$ cat config.mk
export PLATFORM = sky130hd
export DESIGN_NAME = imm_pack
export DESIGN_NICKNAME = d
export VERILOG_FILES = /design/src/rtl/imm_pack.sv
export SDC_FILE = /design/constraint.sdc
export NUM_CORES = 1
export LEC_CHECK = 0
export ABC_AREA = 1
export CAP_MARGIN = 20
export CORE_MARGIN = 1.5
export CORE_UTILIZATION = 49
export CTS_CLUSTER_DIAMETER = 200
export DETAILED_ROUTE_END_ITERATION = 6
export PLACE_DENSITY = 0.84
export SLEW_MARGIN = 20
export SYNTH_ARGS = -nofsm -noshare
export SYNTH_HDL_FRONTEND = slang
export SYNTH_SLANG_ARGS = --single-unit
$ cat constraint.sdc
create_clock -name clk_i -period 4.34 [get_ports clk_i]
set_input_delay 1.302 -clock clk_i [delete_from_list [all_inputs] [get_ports clk_i]]
set_output_delay 1.302 -clock clk_i [all_outputs]
set_load 0.1 [all_outputs]
$ cat src/rtl/imm_pack.sv
// Immediate packer: scatters an immediate into RV32I field positions of an instruction template,
// flags unrepresentable immediates, and buffers {inst, err} in a small FIFO behind valid/ready.
module imm_pack #(
    parameter int unsigned DEPTH = 2,
    parameter int unsigned CNT_W = 16
) (
    input  logic             clk_i,
    input  logic             rst_i,
    input  logic             in_valid_i,
    output logic             in_ready_o,
    input  logic [2:0]       in_imm_type_i,
    input  logic [31:0]      in_imm_i,
    input  logic [31:0]      in_base_i,
    output logic             out_valid_o,
    input  logic             out_ready_i,
    output logic [31:0]      out_inst_o,
    output logic             out_err_o,
    output logic [CNT_W-1:0] err_cnt_o
);

    localparam logic [2:0] ITYPE = 3'd0;
    localparam logic [2:0] STYPE = 3'd1;
    localparam logic [2:0] BTYPE = 3'd2;
    localparam logic [2:0] UTYPE = 3'd3;
    localparam logic [2:0] JTYPE = 3'd4;

    localparam int unsigned AW = (DEPTH > 1) ? $clog2(DEPTH) : 1;
    localparam int unsigned CW = $clog2(DEPTH + 1);
    localparam logic [CW-1:0] FullCnt = CW'(DEPTH);

    logic [31:0]      inst_mem_q [DEPTH];
    logic             err_mem_q  [DEPTH];
    logic [AW-1:0]    wptr_q, rptr_q;
    logic [CW-1:0]    count_q;
    logic [CNT_W-1:0] err_cnt_q;

    logic [31:0] pack_inst;
    logic        pack_err;
    logic        push, pop;

    // Packing and range check; truncated bits are still packed when the range check fails.
    always_comb begin
        pack_inst = in_base_i;
        pack_err  = 1'b0;
        unique case (in_imm_type_i)
            ITYPE: begin
                pack_inst[31:20] = in_imm_i[11:0];
                pack_err = ~((&in_imm_i[31:11]) | ~(|in_imm_i[31:11]));
            end
            STYPE: begin
                pack_inst[31:25] = in_imm_i[11:5];
                pack_inst[11:7]  = in_imm_i[4:0];
                pack_err = ~((&in_imm_i[31:11]) | ~(|in_imm_i[31:11]));
            end
            BTYPE: begin
                pack_inst[31]    = in_imm_i[12];
                pack_inst[30:25] = in_imm_i[10:5];
                pack_inst[11:8]  = in_imm_i[4:1];
                pack_inst[7]     = in_imm_i[11];
                pack_err = ~((&in_imm_i[31:12]) | ~(|in_imm_i[31:12])) | in_imm_i[0];
            end
            UTYPE: begin
                pack_inst[31:12] = in_imm_i[31:12];
                pack_err = |in_imm_i[11:0];
            end
            JTYPE: begin
                pack_inst[31]    = in_imm_i[20];
                pack_inst[30:21] = in_imm_i[10:1];
                pack_inst[20]    = in_imm_i[11];
                pack_inst[19:12] = in_imm_i[19:12];
                pack_err = ~((&in_imm_i[31:20]) | ~(|in_imm_i[31:20])) | in_imm_i[0];
            end
            default: pack_err = 1'b1;
        endcase
    end

    assign in_ready_o  = (count_q != FullCnt);
    assign out_valid_o = (count_q != '0);
    assign push        = in_valid_i & in_ready_o;
    assign pop         = out_valid_o & out_ready_i;
    assign out_inst_o  = inst_mem_q[rptr_q];
    assign out_err_o   = err_mem_q[rptr_q];
    assign err_cnt_o   = err_cnt_q;

    always_ff @(posedge clk_i or posedge rst_i) begin
        if (rst_i) begin
            for (int i = 0; i < DEPTH; i++) begin
                inst_mem_q[i] <= '0;
                err_mem_q[i]  <= 1'b0;
            end
            wptr_q    <= '0;
            rptr_q    <= '0;
            count_q   <= '0;
            err_cnt_q <= '0;
        end else begin
            if (push) begin
                inst_mem_q[wptr_q] <= pack_inst;
                err_mem_q[wptr_q]  <= pack_err;
                wptr_q             <= wptr_q + 1'b1;
                if (pack_err && (err_cnt_q != '1)) begin
                    err_cnt_q <= err_cnt_q + 1'b1;
                end
            end
            if (pop) begin
                rptr_q <= rptr_q + 1'b1;
            end
            case ({push, pop})
                2'b10:   count_q <= count_q + 1'b1;
                2'b01:   count_q <= count_q - 1'b1;
                default: count_q <= count_q;
            endcase
        end
    end

endmodule

**Word-level counts from Yosys, hierarchy flattened**

Index checks and enable logic that the tools add are counted.

- Register bits after elaboration: 86
- Input bits: 71
- Output and inout bits: 51
- Logic and storage cells: 72

- $add $sub $neg: 5
- Magnitude comparators: 3
- Equality and inequality tests: 8
- Mux-type cells: 18
- Bitwise logic cells: 15
- Reduce and logical (&&, ||, !) cells: 15

Operators with widths:

| operator | count |
|---|---|
| 32-bit 2-to-1 mux | 4 |
| 64-bit bitwise mux | 1 |
| 32-bit demux with 1-bit select | 1 |
| 7-bit case mux with 4 select lines | 1 |
| 12-bit OR reduction | 2 |
| 21-bit AND reduction | 1 |
| 21-bit OR reduction | 1 |
| 20-bit AND reduction | 1 |
| 20-bit OR reduction | 1 |
| 16-bit by 1-bit adder with 16-bit output, second input constant | 1 |
| 16-bit != test, second input constant | 1 |
| 5-bit case mux with 3 select lines | 1 |
| 12-bit AND reduction | 1 |
| 5-bit case mux with 2 select lines | 1 |
| 8-bit 2-to-1 mux | 1 |
| 3-bit by 2-bit == test with 1-bit output, second input constant | 2 |
| 1-bit inverter | 6 |
| 1-bit OR | 5 |
| 2-bit greater-or-equal comparator, second input constant | 2 |
| 1-bit 2-to-1 mux | 4 |
| 1-bit inverter with 2-bit output | 2 |
| 1-bit case mux with 4 select lines | 1 |
| 2-bit case mux with 2 select lines | 1 |
| 2-bit nonzero test | 2 |
| other kinds (16) | 20 |

**Longest topological paths before layout**

Gate-level depths: netlist of run 1.

- Depth in word-level cells: 8
- Mapped depth: 14
- Mapped depth without buffers: 13

**Least setup slack after synthesis of run 1**

Ideal clock, no wire load.

- Path kind: register to output
- From: register rptr_q
- To: output port out_inst_o[20]
- Arrival time: 2.677 ns
- Data required time: 3.038 ns
- Setup slack: 0.361 ns
- Stages on the path, launching flop included: 3
- Buffers on the path: 1
- Cells stage by stage: dfrtp_1 clkbuf_1 o21ai_0

- Longest elaborated chain between the ends: 4

RTL lines:

| item | line | RTL |
|---|---|---|
| start, declared | 33 | `logic [AW-1:0] wptr_q, rptr_q;` |
| start signal, assigned | 105 | `rptr_q <= rptr_q + 1'b1;` |
| 1-bit inverter with 2-bit output (not written as such) | 81 | `assign out_inst_o = inst_mem_q[rptr_q];` |
| 32-bit 2-to-1 mux (not written as such) (3 in a row) | 81 |  |
| end, declared | 16 | `output logic [31:0] out_inst_o,` |

No other way between the ends. The select of a mux whose other input is x is not followed.

**Worst setup path in the final report of run 1**

- From: register rptr_q
- To: output port out_inst_o[29]

The elaborated chain is that of the path after synthesis.

==> reports/metrics.csv, run 1 <==
metric;value;unit
status;finished, final reports clean;
net switching power figure;3010;uW
Rows;35;
Yosys top cell area share;45.3;%
GRT Residual Overflow;0;
first-pass GRT wire length;20000;um
Netlist cell types;29;
Final #Nets;836;
GR Util All Layers;25.0;%
final setup vio count;0;
Cell Area, Synth;4750;um2
ys async rst share;100;%
gpl congestion;0.946;
CTS max path bufs;2;
area delta synth->final;29.7;%
commonest cells in the netlist;nand2_1, dfrtp_1, o21ai_0, inv_1, nor2_1;
vias per inst;5.23;
n_diodes;0;
Reg clk slew, reported paths;0.08;ns
Final Cycle Share;79.6;%
CTS Buf Count;9;
dpl hpwl;9470;um
Starting Density;50.9;%
post-CTS sizing;0;
Peak supply drop;0.783;mV
P_int;2090;uW
fin worst setup slack;0.884;ns
CTS Hold Bufs;0;
Die Wd;101;um
fin crit period;3.46;ns
die area;10300;um2
I/O Buffers;121;
total power;5110;uW
critical path class;flop to output pin;
CTS root buf;clkbuf_8;
largest net degree at the start of global routing;53;
Setup Buffers After CTS;0;
share of cells above drive strength 1;9.53;%
Final Skew;0.0104;ns
1st-pass router iterations;5;
Yosys top cell by area;dfrtp_1;
total of max-cap violations;0;
num ports;122;
combinational power share;62.9;%
Max Fanout on Critical Path;20;
leakage;0.00304;uW
Setup crit end kind;output pin;
antenna violations before repair;0;
DRT antenna net count;0;
Hold Path Class;flop to flop;
CP required;3.04;ns
Setup TNS Final;0;ns
Syn Area/Cell;7.28;um2
DRT iter0 DRCs;346;
Synth area leaders;dfrtp_1, nand2_1, o21ai_0, inv_1, nor2_1;
relative slew slack;35.4;%
Final Max Slew Viols;0;
vias in the first global route;4196;
vias post-DR;4684;
CTS tree;yes;
Critical Path Source Type;flop;
most common cell in the netlist;nand2_1;
Slew @ Worst Pin;0.966;ns
sequential share of power;26.3;%
Floorplan Core Area;9330;um2
clk_lat worst skew;0.36;ns
Place WS;0.957;ns
final WL;12700;um
YS warnings;0;
RSZ-0062 raised after global routing;false;
Sw Ratio;59.0;%
Post-Route Utilization;66.0;%
final hold viol count;0;
ys flop type;dfrtp_1;
EDFF count, synth;0;
WL/cell;14.2;um
chip height;101;um
CTS HTree Levels;3;
Residual DRC;0;
register area share after synthesis;45.3;%
Seq cells post-synth;86;
Mapped Nets;725;
Max Fclk;289;MHz
Clock power frac;10.8;%
pwr/cell area;830;nW/um2
Critical Path AT;2.15;ns
Syn Inst Count;652;
clock sink total;86;
## state kept, by name (all words and copies together) (netlist names)
register    count
count_q         2
err_cnt_o      16
err_mem_q       2
inst_mem_q     64
rptr_q          1
wptr_q          1
## cell type report
| type | instances | area (um2) |
|---|---|---|
| clock buffers | 10 | 138 |
| clock inverters | 4 | 48.8 |
| fillers | 778 | 3170 |
| inverters | 62 | 234 |
| multi-input cells | 478 | 2230 |
| flip-flops and latches | 86 | 2150 |
| well taps | 129 | 161 |
| repair buffers | 126 | 1190 |
## path summary, 6_finish.rpt
path	startpoint	to	slack, ns	depth (start not counted)
min in group asynchronous	rst_i	count_q[1]$_DFFE_PP0P_	1.35	2
max reg2reg	err_cnt_o[0]$_DFFE_PP0P_	err_cnt_o[3]$_DFFE_PP0P_	2.35	7
max	rptr_q$_DFFE_PP0P_	out_inst_o[29]	0.88	4
max in group asynchronous	rst_i	inst_mem_q[30]$_DFFE_PP0P_	2.30	3
min reg2reg	inst_mem_q[0]$_DFFE_PP0P_	inst_mem_q[0]$_DFFE_PP0P_	0.48	2
min	inst_mem_q[0]$_DFFE_PP0P_	inst_mem_q[0]$_DFFE_PP0P_	0.48	2
## per-stage QoR
stage / area (um2) / hold WS [ns] / cells
global placement: 5950 / 0.454 / 880
detailed placement: 5950 / 0.460 / 880
finish: 6150 / 0.479 / 895
CTS: 6140 / 0.480 / 894
global route: 6150 / 0.508 / 895
floorplan: 4750 / 0.442 / 652
## cell usage in the layout, fill, tap and decap left out, types with 2 or more instances in the layout
| cell type | n |
|---|---|
| xnor2_1 | 7 |
| nand2_2 | 6 |
| nor2_2 | 3 |
| o21ai_0 | 76 |
| a21oi_1 | 6 |
| inv_2 | 6 |
| nor3_1 | 2 |
| nand3_1 | 14 |
| dfrtp_1 | 86 |
| clkbuf_8 | 10 |
| o22ai_1 | 2 |
| clkinv_2 | 3 |
| ha_1 | 2 |
| o221ai_1 | 7 |
| nand2_1 | 262 |
| xor2_1 | 9 |
| nor2_1 | 41 |
| nand4_1 | 20 |
| inv_1 | 55 |
| clkdlybuf4s50_1 | 88 |
| o21ai_1 | 8 |
| mux2i_1 | 6 |
| buf_4 | 36 |
## critical path, stage by stage (launching register included)
cell and delay [ns]:
dfrtp_1 0.62, inv_1 0.62, nand2_1 0.10, nand2_1 0.14
buf_4 0.31
## logic make-up after synthesis
logic type	synth area share, %
simple gates	30.9
flops	45.3
buf+inv	7.59
mux	1.27
compound gates	11.4
fa+ha+maj	0.527
xor+xnor	2.95
## power groups by stage
| stage | sequential (uW) | clock [uW] | combinational, uW |
|---|---|---|---|
| final | 1340 | 552 | 3210 |
| after global routing | 1380 | 598 | 3390 |
| after CTS | 1340 | 561 | 3210 |
| after detailed placement | 1350 | 0 | 3200 |
| after global placement | 1330 | 0 | 3160 |
| after floorplan | 1420 | 0 | 2440 |
## metal layers
metal	vias to the layer above	share of wire [%]	GRT usage, %	routed length (um)
li1	2287	-	-	-
met1	2206	44	34.1	5540
met2	181	49	40.6	6190
met3	10	6.2	4.83	786
met4	0	1.3	7.80	159
met5	-	0	0	0
Power figures use the tool's default switching activity.
==> run 2: changes to the inputs <==
CORE_UTILIZATION = 45   (was 49)
PLACE_DENSITY = 0.81   (was 0.84)
clock period = 3.17 ns   (was 4.34 ns; I/O delays follow)
==> reports/metrics.csv, run 2 (synthesis gave the netlist of run 1 again) <==
metric;value;unit;change
status;finished, final reports clean;;
num ports;122;;unchanged
chip height;106;um;+4.2%
CTS root buf;clkbuf_8;;
largest register by flop count;inst_mem_q;;
GRT Residual Overflow;0;;unchanged
post-CTS sizing;0;;unchanged
Setup crit end kind;output pin;;
1st-pass router iterations;5;;unchanged
gpl congestion;0.924;;-2.3%
relative slew slack;46.6;%;+11 points
vias in the first global route;4664;;+11%
commonest non-fill, non-tap cell in the layout;nand2_1;;
antenna violations before repair;0;;unchanged
worst setup path startpoint;rptr_q$_DFFE_PP0P_;;
Seq. cell area;2150;um2;unchanged
Reg clk slew, reported paths;0.10;ns;+0.02 ns
Residual DRC;0;;unchanged
Die Wd;106;um;+4.2%
Hold Path Class;flop to flop;;
pwr/cell area;1210;nW/um2;+45%
launch point of the worst reg-to-reg path;err_cnt_o[0]$_DFFE_PP0P_;;
Critical Path AT;1.83;ns;-0.32 ns
DRT antenna net count;0;;unchanged
Slew @ Worst Pin;0.800;ns;-0.167 ns
Starting Density;46.2;%;-4.7 points
multi-input logic area;2230;um2;unchanged
Max Fanout on Critical Path;20;;unchanged
Final Skew;0.00792;ns;-0.00245 ns
FILL cells;877;;+13%
fin worst setup slack;0.389;ns;-0.495 ns
Place WS;0.300;ns;-0.657 ns
CTS Buf Count;9;;unchanged
Max Fclk;360;MHz;
CTS tree;yes;;
most frequent cells in the layout;nand2_1, dfrtp_1, o21ai_0;;
final setup vio count;0;;unchanged
final hold viol count;0;;unchanged
Setup TNS Final;0;ns;unchanged
largest net degree at the start of global routing;53;;unchanged
vias per inst;5.27;;+0.75%
Peak supply drop;0.683;mV;-13%
die area;11200;um2;+8.6%
CTS HTree Levels;3;;unchanged
critical path class;flop to output pin;;
share of cells above drive strength 1;12.8;%;+3.3 points
final WL;13400;um;+5.5%
vias post-DR;4798;;+2.4%
fin crit period;2.78;ns;
Critical Path Source Type;flop;;
Final #Nets;842;;+0.72%
min-delay src;inst_mem_q[0]$_DFFE_PP0P_;;
area delta synth->final;38.7;%;
Post-Route Utilization;64.0;%;-1.9 points
Floorplan Core Area;10300;um2;+10%
Final Cycle Share;87.7;%;
n_diodes;0;;unchanged
placed instance count;894;;+1.6%
Final Max Slew Viols;0;;unchanged
max reg flops;64;;unchanged
CTS Hold Bufs;0;;unchanged
Setup Buffers After CTS;0;;unchanged
clock sink total;86;;unchanged
CTS max path bufs;2;;unchanged
Rows;37;;+5.7%
RSZ-0062 raised after global routing;false;;
DRT iter0 DRCs;363;;+4.9%
clk_lat worst skew;0.37;ns;about the same
first-pass GRT wire length;21900;um;+9.4%
I/O Buffers;121;;unchanged
GR Util All Layers;24.9;%;-0.13 points
CP required;2.22;ns;-0.82 ns
fin cells;910;;+1.7%
WL/cell;14.7;um;+3.8%
leakage;0.00322;uW;+5.9%
total of max-cap violations;0;;unchanged
dpl hpwl;10100;um;+6.9%
-- run 2: cell count changes in the layout (fill, tap and decap cells not counted) --
cell / change
buf_12: +33
buf_4: -8
buf_8: -1
clkbuf_8: -1
clkdlybuf4s50_1: -18
clkinv_2: -1
clkinv_4: -1
clkinvlp_4: +3
inv_6: +2
o21ai_0: -1
o21ai_1: +1
-- run 2: area by class of cell --
type,instances,area share [%]
tap,136,2.59
inverter,62,3.59
sequential,86,32.7
timing repair buffer,132,24.2
clock inverter,7,1.10
multi-input combinational,478,33.9
clock buffer,9,1.88
-- run 2: where the power goes --
part / switching [uW] / internal (uW) / leakage, uW / total [uW]
Sequential: 256 / 1550 / 0.00109 / 1810
Combinational: 3680 / 1650 / 0.00204 / 5330
Clock: 426 / 367 / 0.0000960 / 793
-- run 2: worst max-delay path, cell delays in order, from the launching register on --
cell and delay [ns]:
dfrtp_1 0.41, inv_1 0.53, nand2_1 0.15, nand2_1 0.18
buf_12 0.19
-- run 2: worst paths after layout --
path                       slack (ns)  cells after the start                    endpoint
max reg2reg                      1.16                      7    err_cnt_o[9]$_DFFE_PP0P_
min reg2reg                      0.49                      2   inst_mem_q[0]$_DFFE_PP0P_
max                              0.39                      4              out_inst_o[29]
max in group asynchronous        1.64                      3  inst_mem_q[45]$_DFFE_PP0P_
min in group asynchronous        0.97                      2      count_q[1]$_DFFE_PP0P_
min                              0.49                      2   inst_mem_q[0]$_DFFE_PP0P_
-- run 2: stage by stage --
stage	power [uW]	hold WS (ns)	area (um2)
after floorplan	5290	0.442	4750
after global placement	7060	0.455	6380
after detailed placement	7170	0.463	6380
after CTS	7960	0.487	6580
after global routing	8290	0.509	6580
final	7930	0.486	6580
-- run 2: layer usage --
layer,vias to the layer above,GRT usage [%],part of all wire [%]
li1,2313,-,-
met1,2243,32.7,43
met2,210,39.8,47
met3,32,5.13,7.0
met4,0,10.6,3.0
met5,-,0,0
==> run 3: changes to the inputs <==
SKIP_CTS_REPAIR_TIMING = 1   (was not set)
==> results of run 3 <==
The final DEF is identical to that of run 2; final timing and power are the same.
